<file path="src/rtl/mem_access_stage_if.sv">
// Data-memory request/response bus between the MEM stage and data RAM.
// master: req/we/addr/wdata out, gnt/rvalid/rdata in; slave: mirrored.
interface mem_access_stage_if;
  logic        mem_req;
  logic        mem_we;
  logic [31:0] mem_addr;
  logic [31:0] mem_wdata;
  logic        mem_gnt;
  logic        mem_rvalid;
  logic [31:0] mem_rdata;

  modport master (
    output mem_req, mem_we, mem_addr, mem_wdata,
    input  mem_gnt, mem_rvalid, mem_rdata
  );

  modport slave (
    input  mem_req, mem_we, mem_addr, mem_wdata,
    output mem_gnt, mem_rvalid, mem_rdata
  );
endinterface

</file>
<file path="src/rtl/mem_access_stage.sv">
// MEM stage: issues loads/stores, stalls until done, registers writeback/redirect.
// Ports: clk, reset_n, EX/MEM inputs, mem (master bus), stall, wb_*, redirect_*, misaligned.
module mem_access_stage (
  input  logic        clk,
  input  logic        reset_n,
  input  logic [31:0] pc_data,
  input  logic [31:0] rs2_data,
  input  logic [4:0]  rd_address,
  input  logic [31:0] alu_rd_result,
  input  logic        alu_rd_result_is_zero,
  input  logic [31:0] alu_pc_result,
  input  logic [1:0]  next_pc_src,
  input  logic        reg_write_data_src,
  input  logic        reg_wren,
  input  logic        ram_wren,
  mem_access_stage_if.master mem,
  output logic        stall,
  output logic        wb_wren,
  output logic [4:0]  wb_rd_address,
  output logic [31:0] wb_data,
  output logic        redirect_valid,
  output logic [31:0] redirect_pc,
  output logic        misaligned
);

  typedef enum logic [1:0] {
    IDLE,
    REQ,
    WAIT
  } state_t;

  state_t state, state_nxt;

  logic store, load, access, misal;
  logic done, req_c;
  logic is_jump;
  logic [31:0] wb_data_nxt;

  assign store  = ram_wren;
  assign load   = ~ram_wren & reg_write_data_src & reg_wren;
  assign access = store | load;
  assign misal  = access & (alu_rd_result[1:0] != 2'b00);

  assign is_jump = next_pc_src[1];

  always_comb begin
    state_nxt = state;
    req_c     = 1'b0;
    done      = 1'b0;
    unique case (state)
      IDLE: begin
        if (!access || misal) begin
          done = 1'b1;
        end else begin
          req_c = 1'b1;
          if (mem.mem_gnt) begin
            if (store) done = 1'b1;
            else state_nxt = WAIT;
          end else begin
            state_nxt = REQ;
          end
        end
      end
      REQ: begin
        req_c = 1'b1;
        if (mem.mem_gnt) begin
          if (store) begin
            done      = 1'b1;
            state_nxt = IDLE;
          end else begin
            state_nxt = WAIT;
          end
        end
      end
      WAIT: begin
        if (mem.mem_rvalid) begin
          done      = 1'b1;
          state_nxt = IDLE;
        end
      end
      default: state_nxt = IDLE;
    endcase
  end

  // Held low during reset so upstream is not frozen by a dead request.
  assign mem.mem_req   = req_c & reset_n;
  assign stall         = ~done & reset_n;
  assign mem.mem_addr  = {alu_rd_result[31:2], 2'b00};
  assign mem.mem_we    = ram_wren;
  assign mem.mem_wdata = rs2_data;

  always_comb begin
    wb_data_nxt = alu_rd_result;
    if (load) wb_data_nxt = mem.mem_rdata;
    else if (is_jump) wb_data_nxt = pc_data + 32'd4;
  end

  always_ff @(posedge clk or negedge reset_n) begin
    if (!reset_n) begin
      state <= IDLE;
    end else begin
      state <= state_nxt;
    end
  end

  always_ff @(posedge clk or negedge reset_n) begin
    if (!reset_n) begin
      wb_wren        <= 1'b0;
      wb_rd_address  <= 5'd0;
      wb_data        <= 32'd0;
      redirect_valid <= 1'b0;
      redirect_pc    <= 32'd0;
      misaligned     <= 1'b0;
    end else if (done) begin
      wb_wren        <= reg_wren & (rd_address != 5'd0)
                        & ~store & ~misal;
      wb_rd_address  <= rd_address;
      wb_data        <= wb_data_nxt;
      redirect_valid <= ((next_pc_src == 2'd1) & alu_rd_result_is_zero)
                        | is_jump;
      redirect_pc    <= (next_pc_src == 2'd3)
                        ? {alu_rd_result[31:1], 1'b0}
                        : alu_pc_result;
      misaligned     <= misal;
    end else begin
      // Stalled edge: pulses stay single-cycle per instruction.
      wb_wren        <= 1'b0;
      redirect_valid <= 1'b0;
      misaligned     <= 1'b0;
    end
  end

endmodule

</file>
<file path="src/flat_wrapper.sv">
// flat-port wrapper written by rule: the top's interface ports become plain ports
module mem_access_stage_flat 
  (clk, reset_n, pc_data, rs2_data, rd_address, alu_rd_result, alu_rd_result_is_zero, alu_pc_result, next_pc_src, reg_write_data_src, reg_wren, ram_wren, stall, wb_wren, wb_rd_address, wb_data, redirect_valid, redirect_pc, misaligned, mem_mem_req, mem_mem_we, mem_mem_addr, mem_mem_wdata, mem_mem_gnt, mem_mem_rvalid, mem_mem_rdata);
  mem_access_stage_if mem_i ();
  input  logic clk;
  input  logic reset_n;
  input  logic [31:0] pc_data;
  input  logic [31:0] rs2_data;
  input  logic [4:0] rd_address;
  input  logic [31:0] alu_rd_result;
  input  logic alu_rd_result_is_zero;
  input  logic [31:0] alu_pc_result;
  input  logic [1:0] next_pc_src;
  input  logic reg_write_data_src;
  input  logic reg_wren;
  input  logic ram_wren;
  output logic stall;
  output logic wb_wren;
  output logic [4:0] wb_rd_address;
  output logic [31:0] wb_data;
  output logic redirect_valid;
  output logic [31:0] redirect_pc;
  output logic misaligned;
  output wire logic [$bits(mem_i.mem_req)-1:0] mem_mem_req;
  output wire logic [$bits(mem_i.mem_we)-1:0] mem_mem_we;
  output wire logic [$bits(mem_i.mem_addr)-1:0] mem_mem_addr;
  output wire logic [$bits(mem_i.mem_wdata)-1:0] mem_mem_wdata;
  input wire logic [$bits(mem_i.mem_gnt)-1:0] mem_mem_gnt;
  input wire logic [$bits(mem_i.mem_rvalid)-1:0] mem_mem_rvalid;
  input wire logic [$bits(mem_i.mem_rdata)-1:0] mem_mem_rdata;
  assign mem_mem_req = mem_i.mem_req;
  assign mem_mem_we = mem_i.mem_we;
  assign mem_mem_addr = mem_i.mem_addr;
  assign mem_mem_wdata = mem_i.mem_wdata;
  assign mem_i.mem_gnt = mem_mem_gnt;
  assign mem_i.mem_rvalid = mem_mem_rvalid;
  assign mem_i.mem_rdata = mem_mem_rdata;
  mem_access_stage u_core (.clk(clk), .reset_n(reset_n), .pc_data(pc_data), .rs2_data(rs2_data), .rd_address(rd_address), .alu_rd_result(alu_rd_result), .alu_rd_result_is_zero(alu_rd_result_is_zero), .alu_pc_result(alu_pc_result), .next_pc_src(next_pc_src), .reg_write_data_src(reg_write_data_src), .reg_wren(reg_wren), .ram_wren(ram_wren), .mem(mem_i), .stall(stall), .wb_wren(wb_wren), .wb_rd_address(wb_rd_address), .wb_data(wb_data), .redirect_valid(redirect_valid), .redirect_pc(redirect_pc), .misaligned(misaligned));
endmodule
</file>
<file path="config.mk">
export PLATFORM = sky130hd
export DESIGN_NAME = mem_access_stage_flat
export DESIGN_NICKNAME = d
export VERILOG_FILES = /design/src/rtl/mem_access_stage_if.sv /design/src/rtl/mem_access_stage.sv /design/src/flat_wrapper.sv
export SDC_FILE = /design/constraint.sdc
export NUM_CORES = 1
export LEC_CHECK = 0
export CAP_MARGIN = 20
export CORE_AREA = 2 2 122 124
export DETAILED_ROUTE_END_ITERATION = 16
export DIE_AREA = 0 0 124 126
export DONT_BUFFER_PORTS = 1
export HOLD_SLACK_MARGIN = 0.06
export PLACE_DENSITY_LB_ADDON = 0.12
export SETUP_SLACK_MARGIN = 0.3
export SLEW_MARGIN = 10
export SYNTH_ARGS = -nofsm -noshare
export SYNTH_HDL_FRONTEND = slang
export SYNTH_SLANG_ARGS = --single-unit
</file>
<file path="constraint.sdc">
create_clock -name clk -period 4.9 [get_ports clk]
set_clock_uncertainty 0.05 [all_clocks]
set_input_delay 0.98 -clock clk [delete_from_list [all_inputs] [get_ports clk]]
set_output_delay 0.98 -clock clk [all_outputs]
set_load 0.1 [all_outputs]
</file>
==> impl_metrics.env <==
export IMPL_ys_ff_latch=74
export IMPL_report_final_slew_viol_count=0
export IMPL_reg2reg_depth=6
export IMPL_powerDensity_nw_per_um2=503
export IMPL_crit_required_ns=3.87
export IMPL_vdd_drop_max_mv=0.160
export IMPL_criticalPathCategory="in -> out"
export IMPL_synth_async_reset_ratio_pct=100
export IMPL_grt_use_met3_pct=7.61
export IMPL_hold_viol=0
export IMPL_place_gp_congestion=0.791
export IMPL_drt_first_pass_iters=5
export IMPL_clk_pin_slew_ns=0.06
export IMPL_worst_slack_ns=1.67
export IMPL_cp_start_kind="input port"
export IMPL_cts_tree="built"
export IMPL_area_growth_pct=-0.0000205
export IMPL_finalCriticalPeriod_ns=3.23
export IMPL_cts_root_buffer="clkbuf_16"
export IMPL_setup_tns_ns=0
export IMPL_power_switching_share_pct=50.3
export IMPL_h_tree_depth=3
export IMPL_grt_usage_pct=19.9
export IMPL_p_leak_nw=2.08
export IMPL_synth_main_ff_cell="dfrtp_1"
export IMPL_drc_errors=0
export IMPL_path_max_fanout=4
export IMPL_cts_sinks=74
export IMPL_placedCellCount=674
export IMPL_p_comb_share_pct=10.6
export IMPL_die_area_um2=15600
export IMPL_vias=3917
export IMPL_yosys_warnings=0
export IMPL_worst_slew_pin_transition_ns=1.06
export IMPL_wl_um=15800
export IMPL_min_period_over_period_pct=66.0
export IMPL_p_int_mw=1.22
export IMPL_rsz0062_at_grt="no"
export IMPL_die_h_um=126
export IMPL_grt_pass1_wl_um=23200
export IMPL_dr_first_iter_drc_count=151
export IMPL_synth_top_area_share_pct=37.9
export IMPL_grtUsageMet1_pct=25.0
export IMPL_die_x_um=124
export IMPL_p_total_mw=2.46
export IMPL_status="completed"
export IMPL_setup_viol=0
export IMPL_netlist_area_um2=4880
export IMPL_met2_usage_pct=31.0
export IMPL_end_kind="output port"
export IMPL_io_buffer_count=0
export IMPL_coreArea_um2=14300
export IMPL_nets=677
export IMPL_avgSynthCellArea_um2=8.39
export IMPL_reg2reg_from="u_core.state[1]$_DFFE_PN0P_"
export IMPL_drtAntennaViolNets=0
export IMPL_pre_cts_ws_ns=1.53
export IMPL_num_rows=44
export IMPL_fin_cells=690
export IMPL_avgRoutedWirePerCell_um=22.9
export IMPL_gr_max_usage_layer="met2"
export IMPL_max_freq_ghz=0.309
export IMPL_clock_latency_ns=0.34
export IMPL_grt_max_degree=76
export IMPL_cts_buffers=9
export IMPL_synth_cell_type_count=53
export IMPL_antennaDiodeCount=0
export IMPL_cts_buffer_depth=2
export IMPL_seqPwrFrac_pct=60.9
export IMPL_yosys_top_cells_area="dfrtp_1, buf_4, mux2i_1"
export IMPL_cts_resized=0
export IMPL_grt_overflow_total=0
export IMPL_antenna_found_initial=1
export IMPL_synth_cells=582
export IMPL_clkPwrFrac_pct=28.5
export IMPL_switchingPower_mw=1.24
export IMPL_drt_vias_per_instance=5.68
export IMPL_start_util_pct=34.1
export IMPL_ys_seq_area_share_pct=37.9
export IMPL_post_cts_buffers=0
export IMPL_r2r_end="u_core.redirect_pc[5]$_DFFE_PN0P_"
export IMPL_io_pins=314
export IMPL_cp_arrival_ns=2.20
export IMPL_synth_area_leader_cell="dfrtp_1"
export IMPL_hpwl_um=12000
export IMPL_holdBufCountCts=0
export IMPL_ff2ff_setup_slack_ns=2.12
export IMPL_crit_start="reg_wren"
export IMPL_placed_cell_area_um2=4570
export IMPL_final_cell_area_um2=4880
export IMPL_cap_viol_max_count=0
export IMPL_drive_gt1_share_pct=6.72
export IMPL_grt_pass1_vias=3900
export IMPL_slew_headroom_pct=29.3
export IMPL_synth_edf_count=0
export IMPL_hp_class="in -> async"
==> placed cells by master, fill, tap and decap left out, drive strengths merged, types with 2 or more instances in the layout <==
cell,n
a21oi,32
nand3b,3
o41ai,2
a211oi,4
mux2i,42
nor3,9
clkinvlp,3
and3,12
a221o,8
nor4,8
or3,8
and4,3
and2,7
o211ai,4
o21ai,49
nand4,7
dfrtp,74
buf,7
or4,5
nand3,17
conb,2
nor2,54
inv,8
o31ai,4
nand2,77
xnor2,11
o22a,2
a31oi,6
o221ai,2
nand2b,2
or2,3
clkbuf,11
xor2,5
==> how the worst max path moves through the flow <==
stage,cells past startpoint,endpoint,slack [ns]
after CTS,5,stall,1.65
after detailed placement,7,u_core.redirect_pc[5]$_DFFE_PN0P_,1.53
after global routing,5,stall,1.56
after floorplan,5,stall,0.68
after global placement,6,u_core.redirect_pc[4]$_DFFE_PN0P_,1.61
final,5,stall,1.67
==> worst max-delay path: stages <==
cell and delay, ns:
a21oi_1 0.08, nor4_1 0.63, o31ai_4 0.13, nor2_2 0.10, buf_4 0.29
==> through the flow <==
| step | util (%) | hold slack, ns |
|---|---|---|
| after CTS | 34.1 | 0.268 |
| after global placement | 31.9 | 0.573 |
| after floorplan | - | 0.446 |
| final | 34.1 | 0.280 |
| after global routing | 34.1 | 0.264 |
| after detailed placement | 31.9 | 0.556 |
==> synthesized netlist by cell type, types with 2 or more instances <==
library cell / instances
nand2_1: 77
nand4_1: 6
buf_4: 65
a221o_1: 8
o211ai_1: 4
o221ai_1: 2
o21ai_0: 47
o21ai_1: 2
and4_1: 3
o31ai_1: 4
inv_1: 7
nor2_1: 54
xor2_1: 5
or3_1: 7
nand2b_1: 2
nand3_1: 16
a31oi_1: 6
nor3_1: 9
o22a_1: 2
o41ai_1: 2
and3_1: 12
clkbuf_1: 24
xnor2_1: 11
and2_1: 7
mux2i_1: 42
nor4_1: 8
dfrtp_1: 74
a21oi_1: 32
or4_1: 5
or2_1: 2
buf_2: 10
a211oi_1: 4
nand3b_1: 3
==> sequential cells by signal, summed over array words and instances (netlist names) <==
| register | count |
|---|---|
| u_core.wb_wren | 1 |
| u_core.wb_rd_address | 5 |
| u_core.state | 2 |
| u_core.wb_data | 32 |
| u_core.redirect_valid | 1 |
| u_core.misaligned | 1 |
| u_core.redirect_pc | 32 |
==> logic make-up after synthesis <==
group                      share of synthesized area (%)
DFF                                                 37.9
xor gates and xnor gates                            2.87
other                                             0.0768
adders and majority gates                          0.256
and+or+nand+nor                                     21.4
AOI/OAI and AO/OA                                   15.4
buffers and inverters                               13.5
muxes                                               8.61
==> routing by layer <==
layer,wire (um),share of wire [%],vias to the layer above
li1,-,-,1825
met1,6570,42,1893
met2,7270,46,169
met3,1620,10,28
met4,323,2.0,2
met5,13,0.082,-
==> cell type report <==
| cell class | count | area (um^2) |
|---|---|---|
| clock buffer | 11 | 253 |
| clock inverter | 5 | 61.3 |
| fill | 1523 | 9430 |
| inverter | 7 | 26.3 |
| multi-input combinational | 402 | 2410 |
| sequential | 74 | 1850 |
| tap | 184 | 230 |
| timing repair buffer | 7 | 52.6 |
==> power groups by stage <==
| stage | registers (mW) | logic, mW | clock network, mW |
|---|---|---|---|
| after floorplan | 1.48 | 0.460 | 0 |
| after global routing | 1.51 | 0.297 | 0.745 |
| after CTS | 1.50 | 0.265 | 0.719 |
| after global placement | 1.51 | 0.257 | 0 |
| after detailed placement | 1.51 | 0.265 | 0 |
| final | 1.50 | 0.260 | 0.701 |
Power figures use the tool's default switching activity.
